==> config.mk <==
export PLATFORM = sky130hd
export DESIGN_NAME = fifo_burst_reader
export DESIGN_NICKNAME = d
export VERILOG_FILES = /design/src/rtl/fifo_burst_reader.sv
export SDC_FILE = /design/constraint.sdc
export NUM_CORES = 1
export LEC_CHECK = 0
export CORE_ASPECT_RATIO = 1.5
export CORE_MARGIN = 3
export CORE_UTILIZATION = 41
export CTS_CLUSTER_SIZE = 16
export DETAILED_ROUTE_END_ITERATION = 12
export DONT_BUFFER_PORTS = 1
export MAX_ROUTING_LAYER = met4
export SKIP_CTS_REPAIR_TIMING = 1
export SLEW_MARGIN = 30
export SYNTH_ARGS = -nofsm -noshare
export SYNTH_HDL_FRONTEND = slang
export SYNTH_SLANG_ARGS = --single-unit
==> constraint.sdc <==
create_clock -name clk -period 5.3 [get_ports clk]
set_input_delay 0.53 -clock clk [delete_from_list [all_inputs] [get_ports clk]]
set_output_delay 0.53 -clock clk [all_outputs]
set_load 0.03 [all_outputs]
==> src/rtl/fifo_burst_reader.sv <==
// rtl/fifo_burst_reader.sv - drains the synchronous FIFO into valid/ready bursts of BURST_LEN beats
//
// Reads words from the FIFO read port and presents them downstream as bursts.
// A full burst starts as soon as BURST_LEN words are available.
// A partial burst starts on flush, or after TIMEOUT idle cycles with a non-empty FIFO.
//
// Ports:
//   clk, rst_n      clock (rising edge), asynchronous active-low reset
//   flush           in IDLE, start a partial burst now if the FIFO holds data
//   fifo_rd_en      FIFO read strobe (combinational)
//   fifo_rd_data    FIFO registered read data, valid one cycle after fifo_rd_en
//   fifo_empty      FIFO empty flag
//   fifo_data_cnt   FIFO occupancy
//   m_valid/m_ready output beat handshake
//   m_data/m_last   output beat data and end-of-burst marker (registered)
//   busy            high while a burst is in progress
`timescale 1ns/1ps
module fifo_burst_reader #(
   parameter int DATA_WIDTH = 8,
   parameter int ADDR_WIDTH = 3,
   parameter int BURST_LEN  = 4,
   parameter int TIMEOUT    = 16
) (
   input  logic                  clk,
   input  logic                  rst_n,
   input  logic                  flush,
   output logic                  fifo_rd_en,
   input  logic [DATA_WIDTH-1:0] fifo_rd_data,
   input  logic                  fifo_empty,
   input  logic [ADDR_WIDTH:0]   fifo_data_cnt,
   output logic                  m_valid,
   input  logic                  m_ready,
   output logic [DATA_WIDTH-1:0] m_data,
   output logic                  m_last,
   output logic                  busy
);

   localparam int CW = ADDR_WIDTH + 1;
   localparam int TW = $clog2(TIMEOUT + 1);
   localparam logic [CW-1:0] BURST_LEN_C = CW'(BURST_LEN);
   localparam logic [TW-1:0] TMR_LAST    = TW'(TIMEOUT - 1);

   typedef enum logic {IDLE, BURST} state_t;

   state_t                state_q, state_d;
   logic [CW-1:0]         blen_q, blen_d;
   logic [CW-1:0]         rd_cnt_q, rd_cnt_d;
   logic [CW-1:0]         tx_cnt_q, tx_cnt_d;
   logic [TW-1:0]         idle_tmr_q, idle_tmr_d;
   logic                  inflight_q, inflight_d;
   logic                  infl_last_q, infl_last_d;
   logic [1:0]            occ_q, occ_d;
   logic [DATA_WIDTH-1:0] buf0_q, buf0_d, buf1_q, buf1_d;
   logic                  last0_q, last0_d, last1_q, last1_d;

   logic       pop;
   logic [2:0] room;
   logic [1:0] occ_kept;

   // buf0 is the head of the skid buffer and drives the output directly.
   assign m_valid = (occ_q != 2'd0);
   assign m_data  = buf0_q;
   assign m_last  = m_valid & last0_q;
   assign busy    = (state_q == BURST);

   always_comb begin
      state_d     = state_q;
      blen_d      = blen_q;
      rd_cnt_d    = rd_cnt_q;
      tx_cnt_d    = tx_cnt_q;
      idle_tmr_d  = idle_tmr_q;
      buf0_d      = buf0_q;
      buf1_d      = buf1_q;
      last0_d     = last0_q;
      last1_d     = last1_q;

      pop = m_valid & m_ready;
      // Occupancy the buffer will have once every read already issued has landed.
      // Issuing another read is only safe while that stays below the buffer depth.
      room = 3'(occ_q) + 3'(inflight_q) - 3'(pop);
      fifo_rd_en = (state_q == BURST) && (rd_cnt_q < blen_q) && !fifo_empty && (room < 3'd2);

      inflight_d  = fifo_rd_en;
      // The end-of-burst marker travels with the data word it belongs to.
      infl_last_d = fifo_rd_en && (rd_cnt_q == blen_q - CW'(1));

      occ_kept = occ_q - {1'b0, pop};
      if (pop) begin
         buf0_d  = buf1_q;
         last0_d = last1_q;
      end
      if (inflight_q) begin
         if (occ_kept == 2'd0) begin
            buf0_d  = fifo_rd_data;
            last0_d = infl_last_q;
         end else begin
            buf1_d  = fifo_rd_data;
            last1_d = infl_last_q;
         end
      end
      occ_d = occ_kept + {1'b0, inflight_q};

      case (state_q)
         IDLE: begin
            if (fifo_data_cnt >= BURST_LEN_C) begin
               state_d    = BURST;
               blen_d     = BURST_LEN_C;
               idle_tmr_d = '0;
               rd_cnt_d   = '0;
               tx_cnt_d   = '0;
            end else if ((fifo_data_cnt != '0) && (flush || (idle_tmr_q == TMR_LAST))) begin
               state_d    = BURST;
               blen_d     = fifo_data_cnt;
               idle_tmr_d = '0;
               rd_cnt_d   = '0;
               tx_cnt_d   = '0;
            end else if (fifo_data_cnt != '0) begin
               idle_tmr_d = idle_tmr_q + TW'(1);
            end else begin
               idle_tmr_d = '0;
            end
         end
         BURST: begin
            rd_cnt_d = rd_cnt_q + CW'(fifo_rd_en);
            tx_cnt_d = tx_cnt_q + CW'(pop);
            if (pop && (tx_cnt_q == blen_q - CW'(1))) begin
               state_d = IDLE;
            end
         end
         default: state_d = IDLE;
      endcase
   end

   always_ff @(posedge clk or negedge rst_n) begin
      if (!rst_n) begin
         state_q     <= IDLE;
         blen_q      <= '0;
         rd_cnt_q    <= '0;
         tx_cnt_q    <= '0;
         idle_tmr_q  <= '0;
         inflight_q  <= 1'b0;
         infl_last_q <= 1'b0;
         occ_q       <= '0;
         buf0_q      <= '0;
         buf1_q      <= '0;
         last0_q     <= 1'b0;
         last1_q     <= 1'b0;
      end else begin
         state_q     <= state_d;
         blen_q      <= blen_d;
         rd_cnt_q    <= rd_cnt_d;
         tx_cnt_q    <= tx_cnt_d;
         idle_tmr_q  <= idle_tmr_d;
         inflight_q  <= inflight_d;
         infl_last_q <= infl_last_d;
         occ_q       <= occ_d;
         buf0_q      <= buf0_d;
         buf1_q      <= buf1_d;
         last0_q     <= last0_d;
         last1_q     <= last1_d;
      end
   end

endmodule
# Word level (Yosys, flattened, before mapping)
# Cells that the tools add are included.
# classes
n_addsub	8
mul	0
div	0
n_lt_le_gt_ge	3
eq_ne	4
shifts	0
mux	19
bitwise_logic	4
reduce_logical	14
# op_table
op	n
8-bit two-way mux	3
4-bit two-way mux	4
4-bit case mux with 2 select lines	2
5-bit two-way mux	3
4-bit by 1-bit adder with 4-bit output	2
4-bit == test	2
1-bit logical AND	6
1-bit two-way mux	6
5-bit by 1-bit adder with 5-bit output, second input constant	1
5-bit by 4-bit == test with 1-bit output, second input constant	1
4-bit by 3-bit greater-or-equal comparator with 1-bit output, second input constant	1
4-bit less-than comparator	1
2-bit AND reduction	2
2-bit nonzero test	2
4-bit nonzero test	1
4-bit by 1-bit subtractor with 4-bit output, second input constant	1
2-bit by 1-bit adder with 3-bit output	1
3-bit by 2-bit less-than comparator with 1-bit output, second input constant	1
3-bit != test, second input constant	1
3-bit by 1-bit subtractor with 3-bit output	1
2-bit by 1-bit adder with 2-bit output	1
1-bit bitwise AND	2
2-bit zero test	1
1-bit NOT	2
other kinds (4)	4
# word_totals
register_bits	40
latchBits	0
mem_bits_rw	0
rom_bits	0
in_bits	17
word_cells	64
memories	0

# Depth between registers and ports, before layout
# logic_depth
depth_word	7
ltp_mapped	12

# Worst setup path before layout
# OpenSTA, ideal clock, no wires.
# synth_timing
path_kind	input port to flip-flop
startpoint	input port m_ready
endpoint	register rd_cnt_q[1]
arrival_ns	2.719
t_required_ns	5.179
setup_slack_ns	2.460
path_stages	10
path_buffers	0
path_cell_list	nand3b_1 -> nand2_1 -> nand2_1 -> fa_1 -> and4bb_1 -> nand2_1 -> nor2_1 -> ha_1 -> ha_1 -> a22o_1
# synth_between
elab_chain_len	6
# synth_lines
item	line	text
from (decl)	32	input logic m_ready,
1-bit bitwise AND	77	pop = m_valid & m_ready;
3-bit by 1-bit subtractor with 3-bit output	80	room = 3'(occ_q) + 3'(inflight_q) - 3'(pop);
3-bit by 2-bit less-than comparator with 1-bit output	81	fifo_rd_en = (state_q == BURST) && (rd_cnt_q < blen_q) && !fifo_empty && (room < 3'd2);
1-bit logical AND	81	
via fifo_rd_en	27	output logic fifo_rd_en,
4-bit by 1-bit adder with 4-bit output	124	rd_cnt_d = rd_cnt_q + CW'(fifo_rd_en);
4-bit case mux with 2 select lines	103	case (state_q)
to (signal assigned)	151	rd_cnt_q <= rd_cnt_d;
to (decl)	47	logic [CW-1:0] rd_cnt_q, rd_cnt_d;
# The timed path passes the listed nets, and every way through them passes these cells.
# A chain may end at the register's enable or synchronous reset.

# Final worst setup path
# layout_timing
startpoint	register occ_q[1]
endpoint	register rd_cnt_q[1]
# layout_between
elab_chain_len	7
word_cells_on_any_way	8
cone_classes	3 x add/sub; 1 x order compare; 1 x mux; 1 x bitwise; 2 x reduce/logical
# layout_lines
item	line	text
from (decl)	52	logic [1:0] occ_q, occ_d;
from (signal assigned)	143	occ_q <= '0;
from (signal assigned)	156	occ_q <= occ_d;
branches (longest 2 deep; another with 2-bit by 1-bit adder with 3-bit output)	-	
3-bit by 1-bit subtractor with 3-bit output *	80	
3-bit by 2-bit less-than comparator with 1-bit output *	81	
1-bit logical AND *	81	
via fifo_rd_en	27	
4-bit by 1-bit adder with 4-bit output *	124	
4-bit case mux with 2 select lines *	103	
# Mark *: on every way through the listed nets, which the timed path passes.

==> insert_results.sql <==
INSERT INTO impl_metrics (metric_group, metric, value, unit) VALUES
('run_status', 'outcome', 'completed', ''),
('job', 'cap_viol_max_count', '0', ''),
('sta', 'setup_viol', '0', ''),
('floorplanning', 'die_x', '63.5', 'µm'),
('cts', 'cts_sinks', '40', ''),
('final_layout', 'num-fill-cells', '439', ''),
('final_layout', 'synth_to_layout_area_growth', '8.43', '%'),
('yosys', 'post_synthesis_cell_area', '0.00203', 'mm²'),
('cts', 'clkSlewWorstSetupHoldPaths', '0.08', 'ns'),
('cts', 'cts-buffers-inserted', '5', ''),
('global_route', 'grt_pass1_vias', '1390', ''),
('cts', 'tritoncts', 'yes', ''),
('routing', 'ant_nets', '0', ''),
('setup_path', 'worstPathMaxFanout', '5', ''),
('placement', 'detailed_place.area', '0.00209', 'mm²'),
('final_layout', 'insertedDiodeCount', '0', ''),
('sta', 'fin_setup_tns', '0', 'ns'),
('setup_path', 'arrival', '3.15', 'ns'),
('yosys', 'yosysSeqAreaShare', '49.2', '%'),
('cts', 'clk_path_buf_depth', '2', ''),
('yosys', 'yosys.area.top_type', 'dfrtp_1', ''),
('cts', 'worstSkewPairLatency', '0.28', 'ns'),
('routing', 'dr.pass1.iters', '4', ''),
('yosys', 'synth_area_leaders', 'dfrtp_1, ha_1, mux2_2', ''),
('sta', 'max-slew-margin-rel', '41.0', '%'),
('floorplanning', 'placement_row_count', '30', ''),
('sta', 'fin_hold_ws', '0.0733', 'ns'),
('setup_path', 'setup.worst_path.class', 'flop to flop', ''),
('cts', 'cts.root.buffer_cell', 'clkbuf_8', ''),
('yosys', 'synth.top_cells.by_count', 'dfrtp_1, ha_1, nor2_1', ''),
('yosys', 'yosys.cell_count.top_type', 'dfrtp_1', ''),
('final_layout', 'num-nets-final', '213', ''),
('setup_path', 'critPathLaunchType', 'flop', ''),
('global_route', 'global_route.usage.total', '13.7', '%'),
('placement', 'placement.setup.worst_slack', '2.21', 'ns'),
('global_route', 'antenna_found_initial', '0', ''),
('setup_path', 'crit-reg2reg-capture', 'rd_cnt_q[1]', ''),
('sta', 'max_slew_violation_count', '0', ''),
('setup_path', 'critPathRequiredTime', '5.48', 'ns'),
('routing', 'routed_wire_length_per_instance', '14.5', 'µm'),
('power_and_ir_drop', 'power_density', '596', 'mW/mm²'),
('setup_path', 'worstSetupEndpoint', 'rd_cnt_q[1]', ''),
('yosys', 'synth-edff-count', '0', ''),
('global_route', 'gr-total-overflow', '0', ''),
('yosys', 'syn_inst', '179', ''),
('yosys', 'synth_async_sr_flop_share', '100', '%'),
('setup_path', 'startpoint', 'occ_q[1]', ''),
('setup_path', 'crit_path_end_kind', 'flop', ''),
('yosys', 'yosys_register_bits', '40', ''),
('setup_path', 'reg2reg_setup_slack', '2.33', 'ns'),
('yosys', 'synth_cell_types', '37', ''),
('cts', 'h_tree_depth', '2', ''),
('yosys', 'syn-num-nets', '210', ''),
('floorplanning', 'coreArea', '0.00465', 'mm²'),
('final_layout', 'drive_above_1_share', '13.1', '%'),
('global_route', 'maximum_number_of_pins_on_one_net_before_global_route_repair', '41', ''),
('sta', 'fin_ws', '2.33', 'ns'),
('sta', 'finalWorstPathRequiredPeriod', '2.97', 'ns'),
('final_layout', 'fin_area', '0.00221', 'mm²'),
('worst_hold_path', 'worst_hold_path_type', 'primary input to asynchronous set/reset pin', ''),
('sta', 'worst_slew_pin_slew', '0.884', 'ns'),
('sta', 'hold_viol', '0', ''),
('floorplanning', 'ioPinCount', '29', ''),
('yosys', 'syn-mean-instance-area', '11.4', 'µm²'),
('yosys', 'synth_top_cell_area_share', '49.2', '%'),
('power_and_ir_drop', 'power.ir.vdd_worst', '0.214', 'mV'),
('placement', 'routabilityCongestion', '0.729', ''),
('sta', 'fin_crit_sh', '56.1', '%'),
('placement', 'post-dp-hpwl', '2640', 'µm'),
('routing', 'first_drt_iteration_drcs', '24', ''),
('setup_path', 'reg2reg_depth', '10', '');
==> registers in the layout, summed over array words and instances, names as in the netlist <==
name and count:
buf1_q 8, m_data 8, idle_tmr_q 5, blen_q 4
rd_cnt_q 4, tx_cnt_q 4, occ_q 2, busy 1
infl_last_q 1, inflight_q 1, last0_q 1, last1_q 1
==> routing by layer <==
metal | track usage (%) | vias up | share of wire (%)
li1 | - | 623 | -
met1 | 13.7 | 653 | 40
met2 | 25.0 | 26 | 55
met3 | 4.41 | 5 | 4.7
met4 | 3.96 | 0 | 0.86
met5 | - | - | 0
==> report_power, final <==
part           total, W  internal (W)  switching [W]
clock          0.000203      0.000104      0.0000994
sequential     0.000624      0.000437       0.000187
combinational  0.000488      0.000256       0.000232
==> worst min-delay path by stage <==
stage | from | to | slack, ns | depth (start not counted)
floorplan | rst_n | blen_q[0] | 0.23 | 0
global placement | rst_n | occ_q[1] | 0.24 | 0
detailed placement | rst_n | buf1_q[4] | 0.24 | 0
CTS | rst_n | rd_cnt_q[3] | -0.08 | 0
global route | rst_n | rd_cnt_q[3] | 0.07 | 1
finish | rst_n | rd_cnt_q[3] | 0.07 | 1
==> per-stage QoR <==
stage / util [%] / total power, W / instances
floorplan: - / 0.00102 / 179
global placement: 44.8 / 0.00108 / 238
detailed placement: 44.8 / 0.00112 / 238
CTS: 46.8 / 0.00133 / 246
global route: 47.4 / 0.00143 / 247
finish: 47.4 / 0.00132 / 247
==> critical path, stage by stage (launching register included) <==
cell	delay (ns)
dfrtp_1	0.44
nand3b_1	0.19
nand2_1	0.17
nand2_1	0.08
fa_1	0.48
and4bb_1	0.18
nand2_1	0.06
nor2_1	0.54
ha_1	0.28
ha_1	0.23
a22o_1	0.22
==> layout make-up <==
type | instances | area, µm² | share of cell area [%]
Inverter | 10 | 37.5 | 1.70
Multi-Input combinational cell | 124 | 967 | 43.8
Tap cell | 64 | 80.1 | 3.63
Clock buffer | 6 | 82.6 | 3.74
Timing Repair Buffer | 1 | 27.5 | 1.25
Sequential cell | 40 | 1000 | 45.4
Clock inverter | 2 | 10.0 | 0.454
==> cell families after synthesis <==
| kind of cell | synth area share (%) |
|---|---|
| AO/OA/AOI/OAI | 11.1 |
| XOR/XNOR | 6.46 |
| adder cells (fa/ha/maj) | 8.98 |
| buffers and inverters | 3.26 |
| flip-flops | 49.2 |
| multiplexers | 9.41 |
| AND/OR/NAND/NOR | 11.6 |
==> cell usage in the layout, fill, tap and decap left out, drive strengths merged, types with 2 or more instances in the layout <==
master and instances:
dfrtp 40, nor2 13, ha 13, inv 10, nand2 9, xnor2 9
mux2i 9, a21oi 9, a22o 9, mux2 9, o21ai 9, xor2 6
clkbuf 6, nor3 3, nand3 3, nor2b 2, o21a 2, and2 2
a21o 2, clkinv 2, or4 2
Power figures use the tool's default switching activity.
